--- src/rtl/fetch_unit.sv ---
// Instruction fetch stage: PC, redirect, stall and sticky HALT.
// Optional retired-fetch counter enabled by FETCH_INST_COUNT_EN.
module fetch_unit #(
    parameter int unsigned PC_W = 8,
    parameter logic [PC_W-1:0] RESET_PC = '0,
    parameter logic [15:0] NOP_INST = 16'h0020,
    parameter logic [15:0] HALT_INST = 16'hFFFF
) (
    input  logic            clk_i,
    input  logic            rst_i,
    input  logic            stall_i,
    input  logic            jump_i,
    input  logic [PC_W-1:0] jump_addr_i,
    input  logic            branch_i,
    input  logic [7:0]      displacement_i,
    input  logic [15:0]     mem_data_i,
    output logic [PC_W-1:0] mem_addr_o,
    output logic [PC_W-1:0] pc_o,
    output logic [15:0]     inst_o,
    output logic            valid_o,
`ifdef FETCH_INST_COUNT_EN
    output logic [15:0]     inst_count_o,
`endif
    output logic            halted_o
);

    typedef enum logic [1:0] {
        S_IDLE,
        S_RUN,
        S_HALT
    } state_e;

    state_e          state_q;
    state_e          state_d;
    logic [PC_W-1:0] pc_q;
    logic [PC_W-1:0] pc_d;
    logic [PC_W-1:0] disp_ext;
    logic            halt_word;
    logic            fetch_ok;

    assign halt_word = (mem_data_i == HALT_INST);
    assign fetch_ok  = (state_q == S_RUN) && !halt_word;
    assign disp_ext  = PC_W'($signed(displacement_i));

    // Redirects outrank stall and the HALT word so they are never dropped.
    always_comb begin
        state_d = state_q;
        pc_d    = pc_q;
        unique case (state_q)
            S_IDLE: state_d = S_RUN;
            S_RUN: begin
                if (jump_i) begin
                    pc_d = jump_addr_i;
                end else if (branch_i) begin
                    pc_d = pc_q + disp_ext;
                end else if (stall_i) begin
                    pc_d = pc_q;
                end else if (halt_word) begin
                    state_d = S_HALT;
                end else begin
                    pc_d = pc_q + PC_W'(1);
                end
            end
            S_HALT: state_d = S_HALT;
            default: state_d = S_IDLE;
        endcase
    end

    always_ff @(posedge clk_i or posedge rst_i) begin
        if (rst_i) begin
            state_q <= S_IDLE;
            pc_q    <= RESET_PC;
        end else begin
            state_q <= state_d;
            pc_q    <= pc_d;
        end
    end

`ifdef FETCH_INST_COUNT_EN
    logic [15:0] cnt_q;
    logic [15:0] cnt_d;

    always_comb begin
        cnt_d = cnt_q;
        if (fetch_ok && !stall_i && (cnt_q != 16'hFFFF)) begin
            cnt_d = cnt_q + 16'd1;
        end
    end

    always_ff @(posedge clk_i or posedge rst_i) begin
        if (rst_i) begin
            cnt_q <= '0;
        end else begin
            cnt_q <= cnt_d;
        end
    end

    assign inst_count_o = cnt_q;
`endif

    assign pc_o       = pc_q;
    assign mem_addr_o = pc_q;
    assign inst_o     = fetch_ok ? mem_data_i : NOP_INST;
    assign valid_o    = fetch_ok;
    assign halted_o   = (state_q == S_HALT);

endmodule

--- config.mk ---
export PLATFORM = sky130hd
export DESIGN_NAME = fetch_unit
export DESIGN_NICKNAME = d
export VERILOG_FILES = /design/src/rtl/fetch_unit.sv
export SDC_FILE = /design/constraint.sdc
export NUM_CORES = 1
export LEC_CHECK = 0
export CAP_MARGIN = 20
export CORE_MARGIN = 1
export CORE_UTILIZATION = 33
export DETAILED_ROUTE_END_ITERATION = 16
export PLACE_DENSITY = 0.77
export SLEW_MARGIN = 40
export SYNTH_ARGS = -nofsm -noshare
export SYNTH_HDL_FRONTEND = slang
export SYNTH_SLANG_ARGS = --single-unit
--- constraint.sdc ---
create_clock -name clk_i -period 2.1 [get_ports clk_i]
set_clock_uncertainty 0.2 [all_clocks]
set_input_delay 0.315 -clock clk_i [delete_from_list [all_inputs] [get_ports clk_i]]
set_output_delay 0.315 -clock clk_i [all_outputs]
set_load 0.05 [all_outputs]
==> results.yml <==
outcome:
  status: "complete, but fails checks"
  failed_checks: "negative setup slack"
sta:
  slew_headroom_pct: 66.35
  tns_ns: -0.07479
  finalSetupViolCount: 1
  fin_crit_sh_pct: 103.6
  rsz0062_at_grt: "true"
  finalMaxSlewViolations: 0
  worstMarginPinSlew_ns: 0.5040
  min_period_ns: 2.175
  fmax_ghz: 0.4598
  finalHoldViolations: 0
  setup_ws_ns: -0.07479
clock_tree:
  clkLatencyLatePin_ns: 0.28
  root_buffer: "clkbuf_4"
  clk_pin_slew_ns: 0.09
  cts_tree: "yes"
  cts.sinks: 10
  cts_buffers: 3
  htreeDepth: 1
  clk_path_buf_depth: 2
critical_path:
  crit_chain: "ha_4 -> a21o_1 -> and4_4 -> or4b_4 -> a32oi_2 -> a21oi_2"
  cp.required_ns: 2.08
  criticalPathCategory: "flop to flop"
  crit_family: "simple AND/OR/NAND/NOR gates"
  critPathMaxFanout: 4
  critical_path.slowest_cell: "or4b_4"
  critPathCapture: "mem_addr_o[7]"
  start_kind: "flop"
  worstPathArrival_ns: 2.16
  critPathBufInv: 0
  rr_startpoint: "mem_addr_o[1]"
  rr_endpoint: "mem_addr_o[7]"
  r2r_slack_ns: -0.07
  ff2ff_path_depth: 6
  critPathLaunch: "mem_addr_o[1]"
  crit_path_max_incr_delay_ns: 0.52
  cp.depth: 6
  cp-end-kind: "flop"
layout:
  drive_gt1_share_pct: 52.21
  syn_to_final_growth_pct: 116.4
  fin_area_mm2: 0.002347
  antennaDiodeCount: 0
  layout_commonest_cell: "buf_4"
  finalNetCount: 275
  mostFrequentLayoutCells: "32 x buf_4, 28 x clkdlybuf4s50_1, 18 x and2_4, 17 x buf_12, 12 x buf_2"
  final_util_pct: 76.26
yosys:
  synthCells: 132
  ys.flop_type: "dfrtp_1"
  yosysSeqAreaShare_pct: 23.07
  yosys_warnings: 0
  synth_edf_count: 0
  avgSynthCellArea_um2: 8.218
  synth_cell_type_count: 34
  synthesis.nets: 180
  synth_seq_cells: 10
  synthArstFlopShare_pct: 100.0
  syn_area_mm2: 0.001085
grt:
  overflow: 0
  grt_pass1_wl_um: 7127
  antenna_found_initial: 0
  grt_pass1_vias: 1503
  grt_max_degree: 16
  track_usage_pct: 27.57
floorplanning:
  core_area_mm2: 0.003078
  initial_core_util_pct: 35.24
  rows: 20
  die_area_mm2: 0.003521
  die_w_um: 59.34
  ioPinCount: 71
  die_h_um: 59.34
pwr:
  p_total_mw: 3.587
  p_leak_nw: 1.082
  p_per_area_mw_per_mm2: 1528
  ir_drop_mv: 0.7148
routing:
  drt_pass1_iterations: 4
  wirelength_um: 4644
  post_drt_wl_per_cell_um: 17.20
  drc: 0
  vias: 1396
  detail-route-antenna-nets: 0
  drt-initial-drc-count: 50
  viasPerCell: 5.170
place:
  dpl_worst_slack_ns: -0.7122
  place_area_mm2: 0.002153
  port_buffers: 70
  gp_congestion: 0.8178
  hpwl_um: 3111
worst_hold_path:
  hp-class: "input pin to async pin"
run:
  cap_viol_max_count: 0
-- registers in the layout, summed over array words and instances (netlist names) --
name and cells:
mem_addr_o 8, state_q 2
-- metrics by stage --
stage          hold WS (ns)  std cells
2_1_floorplan      -0.04516        132
3_3_place_gp         0.3022        252
3_5_place_dp         0.3233        252
4_1_cts              0.1471        267
5_1_grt              0.1724        270
6_report             0.1279        270
-- cell families (layout without fill, tap and decap cells) --
kind of cell	count (synthesis)	in the layout	synth area share (%)
adder cells (fa/ha/maj)	11	11	13.38
AO/OA/AOI/OAI	29	29	17.42
XOR/XNOR	2	2	1.615
multiplexers	5	5	4.844
buffers and inverters	19	113	9.689
flip-flops	10	10	23.07
AND/OR/NAND/NOR	56	56	29.99
-- synth_stat cells, drive strengths merged, types with 6 or more instances --
| cell | n | area share, % |
|---|---|---|
| and2 | 20 | 12 |
| buf | 11 | 6.9 |
| dfrtp | 10 | 23 |
| ha | 10 | 12 |
| a21oi | 8 | 3.7 |
| inv | 7 | 2.4 |
| nand2 | 7 | 2.4 |
| nor2 | 6 | 2.1 |
| o21ai | 6 | 2.8 |
-- metal layers --
| metal | part of all wire, % | vias to the layer above | track usage (%) |
|---|---|---|---|
| met3 | 4.8 | 24 | 5.895 |
| li1 | - | 643 | - |
| met5 | 0 | - | 0 |
| met4 | 3.9 | 0 | 13.61 |
| met1 | 36 | 670 | 28.97 |
| met2 | 55 | 59 | 51.20 |
-- layout make-up --
| type | count | area [µm²] |
|---|---|---|
| timing repair buffer | 102 | 1041 |
| clock buffer | 4 | 36.28 |
| tap | 44 | 55.05 |
| multi-input combinational | 103 | 932.1 |
| fill | 204 | 730.7 |
| sequential | 10 | 256.5 |
| inverter | 7 | 26.28 |
-- repair_timing --
item | 4_1_cts | 5_1_grt
buffers inserted | 9 | 6
cloned | 2 | 0
setup endpoints to repair | 23 | 21
resized for setup | 89 | 20
hold buffers | 0 | 0
pin swaps | 27 | 13
-- power breakdown --
part	internal (mW)	switching [mW]	total [mW]
Combinational	1.34	1.62	2.96
Sequential	0.302	0.132	0.433
Clock	0.106	0.0893	0.195
Total	1.75	1.84	3.59
-- how the worst min path moves through the flow --
| stage | from | end | slack, ns | depth (start not counted) |
|---|---|---|---|---|
| after floorplan | rst_i | mem_addr_o[5] | -0.05 | 1 |
| after global placement | state_q[1] | state_q[1] | 0.30 | 1 |
| after detailed placement | state_q[0] | state_q[0] | 0.32 | 1 |
| after CTS | rst_i | mem_addr_o[0] | 0.15 | 2 |
| after global routing | rst_i | mem_addr_o[6] | 0.17 | 2 |
| final | rst_i | mem_addr_o[0] | 0.13 | 2 |
(Power assumes the default switching activity.)
